[config.mk]
export PLATFORM = sky130hd
export DESIGN_NAME = led_breath_seq
export DESIGN_NICKNAME = d
export VERILOG_FILES = /design/src/rtl/led_pkg.sv /design/src/rtl/led_pwm_gen.sv /design/src/rtl/led_breath_seq.sv
export SDC_FILE = /design/constraint.sdc
export NUM_CORES = 1
export LEC_CHECK = 0
export CAP_MARGIN = 20
export CORE_MARGIN = 4
export CORE_UTILIZATION = 40
export CTS_BUF_LIST = sky130_fd_sc_hd__clkbuf_2 sky130_fd_sc_hd__clkbuf_4 sky130_fd_sc_hd__clkbuf_8
export DETAILED_ROUTE_END_ITERATION = 10
export PLACE_DENSITY_LB_ADDON = 0.12
export SLEW_MARGIN = 10
export SYNTH_ARGS = -nofsm -noshare
export SYNTH_HDL_FRONTEND = slang
export SYNTH_SLANG_ARGS = --single-unit
[constraint.sdc]
create_clock -name clk -period 3.2 [get_ports clk]
set_clock_uncertainty 0.2 [all_clocks]
set_input_delay 0.32 -clock clk [delete_from_list [all_inputs] [get_ports clk]]
set_output_delay 0.32 -clock clk [all_outputs]
set_load 0.01 [all_outputs]
[src/rtl/led_pkg.sv]
// led_pkg: shared types and helpers for the breathing-LED sequencer.
//   state_e      : sequencer state (IDLE, UP, HOLD, DOWN), 2-bit encoding
//   PWM_W_DEF    : default PWM counter / duty width
//   DUTY_MAX_DEF : default peak duty
//   gamma_map()  : square-law duty mapping, (d*d) >> w, for w <= 16
package led_pkg;

  localparam int PWM_W_DEF    = 8;
  localparam int DUTY_MAX_DEF = 255;

  typedef enum logic [1:0] {
    S_IDLE = 2'd0,
    S_UP   = 2'd1,
    S_HOLD = 2'd2,
    S_DOWN = 2'd3
  } state_e;

  // The square is formed at full width before shifting, so no product bits are lost.
  function automatic logic [15:0] gamma_map(input logic [15:0] d, input int w);
    logic [31:0] sq;
    sq = 32'(d) * 32'(d);
    return 16'(sq >> w);
  endfunction

endpackage

[src/rtl/led_pwm_gen.sv]
// led_pwm_gen: shared free-running PWM counter with a registered compare.
//   clk, rst   : clock, synchronous active-high reset
//   en         : compare enable (sequencer busy)
//   duty_eff   : effective duty compared against the counter
//   pwm        : registered en && (cnt < duty_eff), one clk behind the counter
//   period_end : high while the counter sits at 2^PWM_W-1
module led_pwm_gen #(
  parameter int PWM_W = 8
) (
  input  logic             clk,
  input  logic             rst,
  input  logic             en,
  input  logic [PWM_W-1:0] duty_eff,
  output logic             pwm,
  output logic             period_end
);

  logic [PWM_W-1:0] cnt_q, cnt_d;
  logic             pwm_q, pwm_d;

  always_comb begin
    cnt_d = cnt_q + 1'b1;   // wraps naturally at 2^PWM_W
    pwm_d = en && (cnt_q < duty_eff);
  end

  always_ff @(posedge clk) begin
    if (rst) begin
      cnt_q <= '0;
      pwm_q <= 1'b0;
    end else begin
      cnt_q <= cnt_d;
      pwm_q <= pwm_d;
    end
  end

  assign period_end = (cnt_q == {PWM_W{1'b1}});
  assign pwm        = pwm_q;

endmodule

[src/rtl/led_breath_seq.sv]
// led_breath_seq: chase-breathing sequencer. One channel at a time ramps up,
// holds at DUTY_MAX for HOLD_PER PWM periods, ramps down, then after one dark
// period the next channel starts. A stop finishes the current channel, then idles.
//   clk, rst : clock, synchronous active-high reset
//   start    : one-cycle request to begin (ignored while busy, or with stop)
//   stop     : one-cycle request to finish the current channel, then go idle
//   led      : LED drive, only led[cur_ch] may be on
//   busy     : high while not IDLE
//   cur_ch   : channel currently breathing
//   duty     : raw (unmapped) duty of the active channel
//   done     : one-cycle pulse on return to IDLE, coincident with busy falling
// Build option: define LED_SEQ_GAMMA_EN to drive the PWM with (duty*duty)>>PWM_W
// instead of the linear duty.
module led_breath_seq
  import led_pkg::*;
#(
  parameter int N_CH     = 4,
  parameter int PWM_W    = PWM_W_DEF,
  parameter int DUTY_MAX = DUTY_MAX_DEF,
  parameter int HOLD_PER = 64
) (
  input  logic                    clk,
  input  logic                    rst,
  input  logic                    start,
  input  logic                    stop,
  output logic [N_CH-1:0]         led,
  output logic                    busy,
  output logic [$clog2(N_CH)-1:0] cur_ch,
  output logic [PWM_W-1:0]        duty,
  output logic                    done
);

  localparam int CW = $clog2(N_CH);
  localparam int HW = (HOLD_PER > 0) ? $clog2(HOLD_PER + 1) : 1;
  localparam bit NO_HOLD = (HOLD_PER == 0);

  state_e           state_q, state_d;
  logic [PWM_W-1:0] duty_q, duty_d, duty_eff;
  logic [CW-1:0]    cur_ch_q, cur_ch_d;
  logic [HW-1:0]    hold_q, hold_d;
  logic             stop_pend_q, stop_pend_d;
  logic             done_q, done_d;
  logic             pwm, period_end, busy_w;

  assign busy_w = (state_q != S_IDLE);

`ifdef LED_SEQ_GAMMA_EN
  assign duty_eff = PWM_W'(gamma_map(16'(duty_q), PWM_W));
`else
  assign duty_eff = duty_q;
`endif

  led_pwm_gen #(.PWM_W(PWM_W)) u_pwm (
    .clk        (clk),
    .rst        (rst),
    .en         (busy_w),
    .duty_eff   (duty_eff),
    .pwm        (pwm),
    .period_end (period_end)
  );

  always_comb begin
    state_d     = state_q;
    duty_d      = duty_q;
    cur_ch_d    = cur_ch_q;
    hold_d      = hold_q;
    stop_pend_d = stop_pend_q || (busy_w && stop);
    done_d      = 1'b0;
    case (state_q)
      S_IDLE: begin
        stop_pend_d = 1'b0;
        if (start && !stop) begin
          state_d  = S_UP;
          duty_d   = '0;
          cur_ch_d = '0;
          hold_d   = '0;
        end
      end
      S_UP: if (period_end) begin
        if (stop_pend_q) begin
          state_d = S_DOWN;               // ramp down from the current duty
        end else if (duty_q == PWM_W'(DUTY_MAX)) begin
          hold_d  = '0;
          state_d = NO_HOLD ? S_DOWN : S_HOLD;
        end else begin
          duty_d = duty_q + 1'b1;
        end
      end
      S_HOLD: if (period_end) begin
        if (stop_pend_q || hold_q == HW'(HOLD_PER - 1)) state_d = S_DOWN;
        else                                            hold_d  = hold_q + 1'b1;
      end
      S_DOWN: if (period_end) begin
        if (duty_q != '0) begin
          duty_d = duty_q - 1'b1;
        end else if (stop_pend_q) begin
          state_d     = S_IDLE;
          done_d      = 1'b1;
          stop_pend_d = 1'b0;
        end else begin
          // the duty-0 period just finished is the dark gap between channels
          cur_ch_d = (cur_ch_q == CW'(N_CH - 1)) ? '0 : cur_ch_q + 1'b1;
          state_d  = S_UP;
        end
      end
      default: state_d = S_IDLE;
    endcase
  end

  always_ff @(posedge clk) begin
    if (rst) begin
      state_q     <= S_IDLE;
      duty_q      <= '0;
      cur_ch_q    <= '0;
      hold_q      <= '0;
      stop_pend_q <= 1'b0;
      done_q      <= 1'b0;
    end else begin
      state_q     <= state_d;
      duty_q      <= duty_d;
      cur_ch_q    <= cur_ch_d;
      hold_q      <= hold_d;
      stop_pend_q <= stop_pend_d;
      done_q      <= done_d;
    end
  end

  // The PWM bit is already registered. cur_ch only changes at edges where the
  // compare was forced low (duty 0 at the end of DOWN, or leaving IDLE), so
  // steering it with the current cur_ch matches per-lane registered drive.
  for (genvar i = 0; i < N_CH; i++) begin : g_led
    assign led[i] = pwm && (cur_ch_q == CW'(i));
  end

  assign busy   = busy_w;
  assign cur_ch = cur_ch_q;
  assign duty   = duty_q;
  assign done   = done_q;

endmodule

; ---- Yosys cells after proc, flatten, opt, wreduce, memory -nomap -nowiden
; Cells that the tools add are included.
[word_totals]
register_bits = 30
word_cells = 95
inputBits = 4
out_inout_bits = 16
[classes]
n_lt_le_gt_ge = 1
mux = 35
bitwise = 2
n_reduce_logical = 22
n_addsub = 5
eq_ne = 22
[ops]
columns = op, n
row1 = 2-to-1 mux 8 bit, 6
row2 = 2-to-1 mux 7 bit, 6
row3 = 2-to-1 mux 2 bit, 13
row4 = inequality test 2 bit (second input constant), 12
row5 = case mux 8 bit (3 select lines), 1
row6 = case mux 7 bit (3 select lines), 1
row7 = AND reduction 7 bit, 3
row8 = adder 8 x 1 -> 8 bit (second input constant), 2
row9 = equality test 8 bit (second input constant), 2
row10 = equality test 2 bit (second input constant), 4
row11 = < comparator 8 bit, 1
row12 = case mux 2 bit (4 select lines), 1
row13 = nonzero test 8 bit, 1
row14 = subtractor 8 x 1 -> 8 bit (second input constant), 1
row15 = adder 7 x 1 -> 7 bit (second input constant), 1
row16 = equality test 7 x 6 -> 1 bit (second input constant), 1
row17 = logical AND 1 bit, 7
row18 = nonzero test 3 bit, 2
row19 = 2-to-1 mux 1 bit, 5
row20 = AND reduction 5 bit, 1
row21 = equality test 2 x 1 -> 1 bit (second input constant), 2
row22 = zero test 2 bit, 2
row23 = case mux 2 bit (2 select lines), 1
row24 = nonzero test 2 bit, 2
row25 = 7 further kinds, 9

; ---- Depth between registers and ports, before layout
[depth]
depth_word = 7
depth_mapped = 11
ltp_nobuf = 9

; ---- By module
; From an unflattened synthesis, not the netlist that was laid out.
[hier_totals]
cells_unflattened = 272
area_unflattened_um2 = 2207.1
[by_module_without_submodules]
columns = mod, cells_per_inst, n_inst, area_per_inst_um2, seq_area_each_um2
row1 = led_breath_seq, 214, 1, 1695.4, 420.4
row2 = led_pwm_gen, 58, 1, 511.7, 180.2

; ---- Worst setup path after synthesis
; No wires, ideal clock.
[synth_timing]
kind = reg-to-reg
startpoint = register state_q[1]
endpoint = register duty_q[4], in the netlist duty[4]
arrival_time_ns = 2.609
n_path_buf = 2
required_time_ns = 2.941
stages_incl_launch_ff = 12
synth_period_minus_slack_ns = 2.868
slack_ns = 0.332
setup_ns = 0.059
cell_sequence = dfxtp_1 -> ha_1 -> clkbuf_1 -> clkbuf_1 -> xor2_1 -> ha_1 -> o21a_1 -> o221ai_1 -> a21boi_0 -> or3_1 -> a21oi_1 -> o31a_1
[synth_between]
elab_chain_cells = 3
elab_cells_between_ends = 12
classes_between = 8 x eq/ne / 1 x mux / 3 x reduce/logical
[synth_rtl]
columns = item, line_no
row1 = from (decl), led_breath_seq.sv:37  ; state_e state_q, state_d;
row2 = from (signal assigned), led_breath_seq.sv:119  ; state_q <= state_d;
row3 = "equality test 2 bit, or another cell as far along", led_breath_seq.sv:69  ; case (state_q)
row4 = inequality test 2 bit (no source line) / nonzero test 3 bit (equally long branches), n/a
row5 = AND reduction 7 bit (no source line), n/a
row6 = to (signal assigned), led_breath_seq.sv:120  ; duty_q <= duty_d;
row7 = to (decl), led_breath_seq.sv:38  ; logic [PWM_W-1:0] duty_q, duty_d, duty_eff;
; Several ways; a longest one is shown, not always the timed one.
; A chain may end at the register's enable or synchronous reset.

; ---- Final worst setup path
; Ends and elaborated chain as after synthesis.

==> reports/metrics.cfg <==
[setup_path]
cp.arrival_ps = 2610
endpoint = duty[4]$_SDFFE_PP0P_
crit_family = compound AO/OA/AOI/OAI gates
start_kind = flop
critPathLaunch = state_q[1]$_SDFFE_PP0P_
cp_max_fo = 6
crit_buf_inv = 0
critPathSlowestCell = dfxtp_1
path_depth = 9
crit_type = reg -> reg
r2r_start = state_q[1]$_SDFFE_PP0P_
r2r_cells = 9
timing.rr.end = duty[4]$_SDFFE_PP0P_
rrSetupSlack_ps = 610
crit_path_frequent_cell = ha_1
cp-end-kind = flop
crit_path_max_incr_delay_ps = 420
crit_chain = ha_1 -> xor2_1 -> ha_1 -> o21a_1 -> o221ai_1 -> a21boi_0 -> or3_1 -> a21oi_1 -> o31a_1
cp.required_ps = 3220

[logic_synthesis]
yosysUniqueCellTypes = 58
synth_edf_count = 0
synth.ff_latch_count = 30
synth-main-ff-cell = dfxtp_1
async_flop_share_pct = 0
syn_inst = 275
synth_top_family_by_area = simple AND/OR/NAND/NOR gates
syn_area_um2 = 2190
avgSynthCellArea_um2 = 7.96
muxShareOfSynthArea_pct = 3.32
yosysMostFrequentCell = dfxtp_1
synth_top_area_share_pct = 27.4
yosysWarningCount = 0
syn_nets = 301
synth_top_area_cell = dfxtp_1
synth_compound_area_share_pct = 20.8
yosys-top-cells-area = dfxtp_1 27%, ha_1 13%, nor2_1 4.5%
yosysSeqAreaShare_pct = 27.4
synth-adder-area-share_pct = 12.6
synth-simple-area-share_pct = 26.5
ys_top_cells_by_count = 30 x dfxtp_1, 26 x nor2_1, 22 x ha_1
synthXorXnorAreaFrac_pct = 3.20

[global_routing]
grt.overflow.total = 0
antenna_found_initial = 0
grt.total_usage_pct = 15.8
grt_pass1_vias = 1765
grt_max_degree = 17
grt_pass1_wl_um = 8240

[drt]
first_iter_violations = 99
antenna_left = 0
routed-via-count = 1932
wl_um = 4960
first_pass_iters = 4
vias_per_cell = 5.37
wire_per_inst_um = 13.8
drc_errors = 0

[power_and_ir_drop]
irDropWorstVdd_uv = 309
power.static_leakage_nw = 0.926
power_density_nw_per_um2 = 454

[run]
cap_violations = 0

[placement]
placed_area_um2 = 2430
gp_congestion = 0.814
hpwlAfterDp_um = 3730
dpl_worst_slack_ps = 628
numPortBuffers = 19

[clock_tree]
cts.hold.buffers_added = 0
cts.clk_slew.worst_paths_ps = 60
post-cts-setup-buffer-count = 0
clk_latency_ps = 280
cts_sinks = 30
clock-root-buffer = clkbuf_8
cts_tree = done
cts.path.max_buffers = 2
cts_buffers = 5
cts_resized = 0
cts_htree_levels = 2

[floorplanning]
row_count = 26
core_area_um2 = 5200
ios = 20
die_height_um = 82.0
initial_core_util_pct = 42.0
dieWidth_um = 82.0
dieArea_um2 = 6720

[sta]
fin_setup_tns_ps = 0
hold_slack_ps = 255
worst_pin_slew_ps = 459
period_needed_ps = 2590
setup_slack_ps = 615
fmax_mhz = 387
finalSetupViolCount = 0
period_share_pct = 80.8
final_max_slew_viol_count = 0
relSlewSlack_pct = 69.3
rsz0062_at_grt = false
hold_viol = 0

[final_layout]
seqCellArea_um2 = 601
syn2layout_area_growth_pct = 14.8
final_net_count = 316
drive_gt1_share_pct = 5.86
n_antenna_cell = 0
multiInputGateArea_um2 = 1450
design_area_um2 = 2510
nFillCells = 533

[hold_path]
hold_depth = 2
hp-class = reg -> reg

[run_status]
status = complete, no violations

## kinds of logic after synthesis
family / count (synthesis)
AND/OR/NAND/NOR: 109
AO/OA/AOI/OAI: 65
buffers and inverters: 34
flip-flops: 30
adder cells (fa/ha/maj): 22
XOR/XNOR: 8
multiplexers: 7
## layer usage
metal / vias up / part of all wire, % / global-route usage [%]
met2: 34 / 46 / 24.4
li1: 1023 / - / -
met3: 2 / 3.0 / 3.62
met5: - / 0 / 0
met4: 0 / 0.54 / 5.65
met1: 873 / 51 / 21.5
## worst min path at each step
stage                            from                      to
2_1_floorplan  hold_q[6]$_SDFFE_PP0P_  hold_q[6]$_SDFFE_PP0P_
3_3_place_gp   hold_q[6]$_SDFFE_PP0P_  hold_q[6]$_SDFFE_PP0P_
3_5_place_dp   hold_q[6]$_SDFFE_PP0P_  hold_q[6]$_SDFFE_PP0P_
4_1_cts        hold_q[6]$_SDFFE_PP0P_  hold_q[6]$_SDFFE_PP0P_
5_1_grt        hold_q[6]$_SDFFE_PP0P_  hold_q[6]$_SDFFE_PP0P_
6_report       hold_q[6]$_SDFFE_PP0P_  hold_q[6]$_SDFFE_PP0P_
## layout by cell type, fill, tap and decap left out, drive strengths merged, types with 2 or more instances in the layout
cell           synthesis  layout
clkdlybuf4s50          0      19
o21bai                 2       2
o31ai                  2       2
and2                   7       7
a21o                   2       2
o2111ai                2       2
or3                    6       6
o22a                   2       2
o32ai                  2       2
o211ai                 2       2
dfxtp                 30      30
nand3b                 3       3
a221o                  2       2
nand4                  4       4
mux2i                  5       5
a211o                  2       2
nor4                   3       3
mux2                   2       2
ha                    22      22
a21oi                 16      16
a211oi                 4       4
nor2b                  2       2
nand2b                 5       5
nand2                 20      20
xnor2                  2       2
o21ai                  9       9
xor2                   6       6
clkinv                 0       2
a22oi                  3       3
inv                   19      19
nor3                   7       7
nand4b                 2       2
and3                   4       4
a32oi                  2       2
nand3                 12      12
nor2                  26      26
buf                    3       4
a31oi                  3       3
clkbuf                12       5
o21a                   3       3
## registers in the layout (all words and copies together) (netlist names)
register and cells:
hold_q 7, done 1, duty 8, u_pwm.pwm 1, u_pwm.cnt_q 8, state_q 2
cur_ch 2, stop_pend_q 1
## cell type report
class | count | share of cell area, %
Timing Repair Buffer | 23 | 8.77
Multi-Input combinational cell | 211 | 57.8
Clock inverter | 2 | 0.399
Sequential cell | 30 | 23.9
Tap cell | 70 | 3.49
Inverter | 19 | 2.84
Clock buffer | 5 | 2.74
## tightest hold or removal path, stage by stage, from the launching register on
cell and delay, ps:
dfxtp_1 290, inv_1 60, nor3_1 50
## metrics by stage
stage,util [%],power (mW),cells
global route,48.2,1.22,360
detailed placement,46.7,0.867,353
finish,48.2,1.14,360
global placement,46.7,0.873,353
CTS,48.2,1.16,360
floorplan,-,0.754,275
## report_power, final
part / internal [mW] / total (mW) / switching, mW
clock: 0.146 / 0.284 / 0.139
sequential: 0.393 / 0.424 / 0.0306
combinational: 0.174 / 0.433 / 0.259
No activity file was read; power rests on OpenSTA's default activity.
